## src/rtl/dec_ddep_det.sv

```systemverilog
// Decode-stage data-dependency detector: tracks EX/MEM/WB writers and a multi-cycle divider.
// Optional macro DDEP_FWD_EN: EX/MEM forwarding exists, so only load-use and divider hazards stall.
module dec_ddep_det #(
    parameter int RW          = 5,
    parameter int MDIV_CYCLES = 4,
    parameter int CW          = 4
) (
    input  logic          clk,
    input  logic          rst,
    input  logic          dec_valid_i,
    input  logic [RW-1:0] dec_rs1_i,
    input  logic          dec_rs1_en_i,
    input  logic [RW-1:0] dec_rs2_i,
    input  logic          dec_rs2_en_i,
    input  logic [RW-1:0] dec_rd_i,
    input  logic          dec_wen_i,
    input  logic          dec_is_load_i,
    input  logic          dec_is_mdiv_i,
    input  logic          stall_dec_i,
    input  logic          flush_i,
    output logic          ddep_conflict_o,
    output logic          issue_o,
    output logic          mdiv_busy_o
);

    logic          rdy;
    logic          ex_vld, ex_ld, mem_vld, mem_ld, wb_vld, wb_ld;
    logic [RW-1:0] ex_rd, mem_rd, wb_rd, mrd;
    logic [CW-1:0] cnt;
    logic          mvld;
    logic          ex_load;
    logic          hit_ex, hit_mem, hit_wb, hit_div;
    logic          load_use, div_raw, div_struct, div_waw, base_conf;

    function automatic logic src_hit(input logic v, input logic [RW-1:0] a,
                                     input logic [RW-1:0] r1, input logic e1,
                                     input logic [RW-1:0] r2, input logic e2);
        return v && (a != '0) && ((e1 && (r1 == a)) || (e2 && (r2 == a)));
    endfunction

    assign hit_ex  = src_hit(ex_vld,  ex_rd,  dec_rs1_i, dec_rs1_en_i, dec_rs2_i, dec_rs2_en_i);
    assign hit_mem = src_hit(mem_vld, mem_rd, dec_rs1_i, dec_rs1_en_i, dec_rs2_i, dec_rs2_en_i);
    assign hit_wb  = src_hit(wb_vld,  wb_rd,  dec_rs1_i, dec_rs1_en_i, dec_rs2_i, dec_rs2_en_i);
    assign hit_div = src_hit(mvld,    mrd,    dec_rs1_i, dec_rs1_en_i, dec_rs2_i, dec_rs2_en_i);

    assign mdiv_busy_o = (cnt != '0);

    assign load_use   = ex_ld && hit_ex;
    assign div_raw    = mdiv_busy_o && hit_div;
    assign div_struct = mdiv_busy_o && dec_is_mdiv_i;
    assign div_waw    = mdiv_busy_o && mvld && dec_wen_i && (dec_rd_i == mrd);
    assign base_conf  = load_use || div_raw || div_struct || div_waw;

`ifdef DDEP_FWD_EN
    assign ddep_conflict_o = rdy && dec_valid_i && base_conf;
`else
    assign ddep_conflict_o = rdy && dec_valid_i && (base_conf || hit_ex || hit_mem || hit_wb);
`endif

    // rdy keeps issue low for the first cycle after reset release
    assign issue_o = rdy && dec_valid_i && !stall_dec_i && !flush_i;
    assign ex_load = issue_o && dec_wen_i && (dec_rd_i != '0) && !dec_is_mdiv_i;

    always_ff @(posedge clk or posedge rst) begin
        if (rst) begin
            rdy     <= 1'b0;
            ex_vld  <= 1'b0;
            ex_ld   <= 1'b0;
            ex_rd   <= '0;
            mem_vld <= 1'b0;
            mem_ld  <= 1'b0;
            mem_rd  <= '0;
            wb_vld  <= 1'b0;
            wb_ld   <= 1'b0;
            wb_rd   <= '0;
        end else begin
            rdy     <= 1'b1;
            ex_vld  <= ex_load;
            ex_ld   <= ex_load && dec_is_load_i;
            ex_rd   <= dec_rd_i;
            // a flush kills the instruction currently in EX before it reaches MEM
            mem_vld <= ex_vld && !flush_i;
            mem_ld  <= ex_ld && !flush_i;
            mem_rd  <= ex_rd;
            wb_vld  <= mem_vld;
            wb_ld   <= mem_ld;
            wb_rd   <= mem_rd;
        end
    end

    always_ff @(posedge clk or posedge rst) begin
        if (rst) begin
            cnt  <= '0;
            mrd  <= '0;
            mvld <= 1'b0;
        end else if (issue_o && dec_is_mdiv_i) begin
            cnt  <= CW'(MDIV_CYCLES);
            mrd  <= dec_rd_i;
            mvld <= dec_wen_i && (dec_rd_i != '0);
        end else if (cnt != '0) begin
            cnt  <= cnt - CW'(1);
        end
    end

endmodule

```

## config.mk

```make
export PLATFORM = sky130hd
export DESIGN_NAME = dec_ddep_det
export DESIGN_NICKNAME = d
export VERILOG_FILES = /design/src/rtl/dec_ddep_det.sv
export SDC_FILE = /design/constraint.sdc
export NUM_CORES = 1
export LEC_CHECK = 0
export ABC_CLOCK_PERIOD_IN_PS = 1800
export BUFFER_PORTS_ARGS = -buffer_cell sky130_fd_sc_hd__buf_2
export CORE_MARGIN = 2
export CORE_UTILIZATION = 24
export CTS_CLUSTER_SIZE = 10
export DETAILED_ROUTE_END_ITERATION = 10
export GPL_TIMING_DRIVEN = 0
export PLACE_DENSITY_LB_ADDON = 0.15
export SLEW_MARGIN = 25
export SYNTH_ARGS = -nofsm -noshare
export SYNTH_HDL_FRONTEND = slang
export SYNTH_SLANG_ARGS = --single-unit
```

## constraint.sdc

```tcl
create_clock -name clk -period 1.8 [get_ports clk]
set_input_delay 0.36 -clock clk [delete_from_list [all_inputs] [get_ports clk]]
set_output_delay 0.36 -clock clk [all_outputs]
set_load 0.1 [all_outputs]
```

After elaboration in Yosys (flattened, before gate mapping):

Cells that the tools add are included.

* register bits: 30
* output and inout bits: 3

* add/sub/neg operators: 1
* eq/ne operators: 9
* muxes and demuxes: 2
* reduce and logical (&&, ||, !) cells: 53

Operator list (number)
* equality test 5 bit: 9
* logical AND 1 bit: 33
* nonzero test 5 bit: 5
* logical OR 1 bit: 10
* two-way mux 4 bit: 2
* nonzero test 4 bit: 1
* subtractor 4 x 1 -> 4 bit, second input constant: 1
* logical NOT 1 bit: 3
* nonzero test 2 bit: 1

Logic depth before layout (Yosys ltp):

* depth in word-level cells: 12
* mapped depth: 6

Worst setup path after synthesis:

No wires, ideal clock.

* path type: flip-flop to output port
* start: register cnt[0]
* end: output ddep_conflict_o
* arrival time: 3.380 ns
* slack: -1.940 ns
* cell stages (with the launch flop): 7
* buffers on the path: 1
* cell sequence: dfrtp_1 inv_1 ha_1 or3b_2 clkbuf_1 o21ai_1 a21oi_1

* cells in the longest elaborated chain, start to end: 9
* elaborated cells on any way between the ends: 13
* those cells by class: 13 x reduce/logical

RTL lines
* from (decl): RTL line 29 `logic [CW-1:0] cnt;`
* from (signal assigned): RTL line 97 `cnt <= CW'(MDIV_CYCLES);`
* from (signal assigned): RTL line 101 `cnt <= cnt - CW'(1);`
* nonzero test 4 bit (*): RTL line 46 `assign mdiv_busy_o = (cnt != '0);`
* named net mdiv_busy_o: RTL line 23 `output logic mdiv_busy_o`
* logical AND 1 bit, on equally long branches: RTL line 49, 51
* logical OR 1 bit or logical AND 1 bit (tied branches) (2 in series): RTL line 52, 51
* logical OR 1 bit (*): RTL line 52 `assign base_conf = load_use || div_raw || div_struct || div_waw;`
* logical OR 1 bit (*) (3 in series): RTL line 57 `assign ddep_conflict_o = rdy && dec_valid_i && (base_conf || hit_ex || hit_mem || hit_wb);`
* logical AND 1 bit (*): RTL line 57
* to (decl): RTL line 21 `output logic ddep_conflict_o,`

The timed path passes the listed nets; every way through them passes the cells marked *.

Final worst setup path:

* start: register wb_rd[1]
* end: output ddep_conflict_o

* cells in the longest elaborated chain, start to end: 6
* elaborated cells on any way between the ends: 10
* those cells by class: 2 x eq/ne; 8 x reduce/logical

RTL lines
* from (decl): RTL line 28 `logic [RW-1:0] ex_rd, mem_rd, wb_rd, mrd;`
* from (signal assigned): RTL line 87 `wb_rd <= mem_rd;`
* equality test 5 bit: RTL line 38 `return v && (a != '0) && ((e1 && (r1 == a)) || (e2 && (r2 == a)));`
* logical AND 1 bit: RTL line 38
* logical OR 1 bit: RTL line 38
* logical AND 1 bit (*): RTL line 38
* logical OR 1 bit (*): RTL line 57
* logical AND 1 bit (*): RTL line 57

Mark *: on every way between the ends. The rest lies on a longest branch, timed or not.

==> metrics.md <==
| Metric | Value |
|---|---|
| Kind of critical path | `reg2out` |
| Highest metal used | `met4` |
| Worst-path maximum fanout | `3` |
| Yosys reg bits | `29` |
| TritonRoute pass-1 iters | `4` |
| Final setup viols | `2` |
| Root buf cell | `clkbuf_8` |
| # port buffers | `26` |
| Die Footprint | `roughly 0.007 mm²` |
| Final WL | `3780 µm` |
| Sequential area share after synthesis | `0.476` |
| HPWL after DPL | `2880 µm` |
| Hold Vio Cnt, Final | `0` |
| Outcome | `finished, violations left` |
| Top cell type by total area after synthesis | `dfrtp_1` |
| Worst hold-check path type | `in2async` |
| Overall global routing resource usage | `0.112` |
| Syn_nets | `roughly 160` |
| Remaining DRCs | `0` |
| RD Place Congestion | `0.817` |
| Post-route setup slack | `-528 ps` |
| Chip Width | `83.7 µm` |
| Via density | `about 4.5` |
| Synth warn | `0` |
| Met3 Wirelength | `164 µm` |
| Syn-to-layout area delta | `33.3%` |
| Worst EP required | `1440 ps` |
| Via count | `roughly 1200` |
| Highest clock rate | `430 MHz` |
| DRT iter0 DRCs | `27` |
| Share of layout cells above drive strength 1 | `0.363` |
| Initial antenna violation count | `0` |
| Vias in the first global route | `1257` |
| I/O Pins | `28` |
| CP Capture Type | `output port` |
| Reg clk slew, reported paths | `around 60 ps` |
| Row count | `29` |
| Syn Inst Count | `approximately 140` |
| Synth top area share | `0.476` |
| Synth area leaders | `dfrtp_1 48%, xor2_1 21%, xnor2_1 5.7%, mux2_2 3.7%, nor4_1 3.7%` |
| CTS Sinks | `29` |
| Max Cap Violations | `0` |
| Clock skew | `roughly 1.7 ps` |
| Unrepaired setup endpoints after global routing | `yes` |
| Period utilization | `1.29` |
| Fin util | `0.326` |
| First-pass GRT wire length | `between 6000 and 7000 µm` |
| Final net count | `205` |
| Htree depth | `2` |
| Worst-Margin Slew | `around 600 ps` |
| Routed length per instance | `14.8 µm` |
| P per Cell Area | `1040 mW/mm²` |
| CTS tree | `yes` |
| CTS Buf Count | `5` |
| Global route total overflow | `0` |
| Met2 routed WL | `~1700 µm` |
| Leakage | `0.878 nW` |
| Post-Syn Area | `0.00152 mm²` |
| Skew-Pair Late Insertion Delay | `270 ps` |
| ANT cells | `0` |
| CP Data Arrival Time | `1970 ps` |
| Largest net degree at the start of global routing | `30` |
| Syn Area/Cell | `11.0 µm²` |
| Post-DRT Antenna Nets | `0` |
| Hold slack | `between 150 and 200 ps` |
| Peak VDD IR | `0.764 mV` |
| Starting density of the core | `0.244` |
| CP Launch Type | `flip-flop` |
| Core area | `0.00624 mm²` |
| Tmin final | `2330 ps` |
| Deepest clock path buffer count | `2` |
| Max-slew violations | `0` |
| Failing checks | `setup timing` |
| Worst slew margin | `0.588` |
| Register-to-Register Path Depth | `6` |
| WL met1 | `between 1500 and 2000 µm` |
| Distinct cells, synth | `26` |
| Die Y | `83.7 µm` |
timing repair:
action,4_1_cts,5_1_grt
pin swaps,5,6
setup endpoints to repair,3,3
hold buffers,0,0
resized for setup,20,7
setup buffers,6,3
metal layers:
metal	global-route usage	vias to the layer above
li1	-	560
met5	0	-
met3	0.0297	6
met4	0.0264	0
met2	0.173	29
met1	0.156	564
report_power, final:
| part | switching, mW | total, mW | internal [mW] |
|---|---|---|---|
| combinational | 0.344 | 0.711 | 0.368 |
| sequential | 0.113 | 0.864 | 0.752 |
| clock | 0.227 | 0.529 | 0.302 |
placed cells by master (no fill, tap or decap), types with 2 or more instances in the layout:
cell and instances:
nand3_1 8, o21ai_2 2, or4_1 4, mux2_4 2, nand2_4 2, dfrtp_2 4, buf_6 2, buf_2 23
nand2_1 2, a21oi_2 3, xor2_1 37, clkbuf_8 6, o21ai_1 4, mux2_2 3, nor4_1 8, a21oi_1 2
inv_1 2, xnor2_1 10, buf_4 8, dfrtp_1 25
flip-flops by register name (all words and copies together), names as in the netlist:
| register | count |
|---|---|
| mem_rd | 5 |
| cnt | 4 |
| ex_vld | 1 |
| wb_vld | 1 |
| mrd | 5 |
| mvld | 1 |
| rdy | 1 |
| wb_rd | 5 |
| ex_rd | 5 |
| mem_vld | 1 |
logic make-up (layout without fill, tap and decap cells):
kind of cell             Yosys count  after routing  synth area share
adder cells (fa/ha/maj)            1              1           0.00821
AND/OR/NAND/NOR                   35             35             0.136
other                              1              1           0.00246
buffers and inverters              4             45           0.00985
XOR/XNOR                          47             47             0.270
AO/OA/AOI/OAI                     16             16            0.0599
multiplexers                       5              5            0.0369
flip-flops                        29             29             0.476
worst max-delay path, stage by stage, from the launching register on:
cell,delay (ps)
dfrtp_1,410
or4_1,550
o21ai_1,170
a21oi_2,60
nor3_2,240
a21oi_4,100
buf_12,170
final timing paths:
check	startpoint	endpoint	slack (ps)
worst max-delay path	wb_rd[1]	ddep_conflict_o	-530
worst min-delay path	rst	wb_rd[0]	160
worst max register to register	cnt[1]	cnt[1]	190
worst min register to register	mem_vld	wb_vld	380
max in group asynchronous	rst	mrd[1]	1200
min in group clk	dec_rd_i[1]	ex_rd[1]	240
synthesized netlist by cell type:
library cell and number:
xor2_1 37, dfrtp_1 29, xnor2_1 10, nor4_1 9, nand3_1 8, a21oi_1 6
mux2_2 5, o21ai_1 5, or4_1 5, nand2_1 4, inv_1 3, nor3_1 2
o21ai_0 2, a221oi_1 1, a41o_1 1, and3_1 1, clkbuf_1 1, conb_1 1
ha_1 1, nand2b_1 1, nor2_1 1, nor2b_1 1, nor3_2 1, nor3b_1 1
o211ai_1 1, or3b_2 1
final cells by class:
class	count	area [µm²]
Tap cell	77	96.3
Multi-Input combinational cell	105	862
Sequential cell	29	731
Inverter	3	11.3
Fill cell	637	4210
Clock buffer	7	86.3
Timing Repair Buffer	35	245
metrics by stage:
step	power [mW]	setup WS (ps)	area [µm²]	TNS [ps]	instances
after detailed placement	1.46	-624	1810	-739	241
after global placement	1.44	-601	1810	-692	241
after floorplan	1.30	-290	1590	-959	138
final	2.10	-528	2030	-655	256
after global routing	2.24	-618	2030	-805	256
after CTS	2.12	-543	1990	-692	253
(Power assumes the default switching activity.)
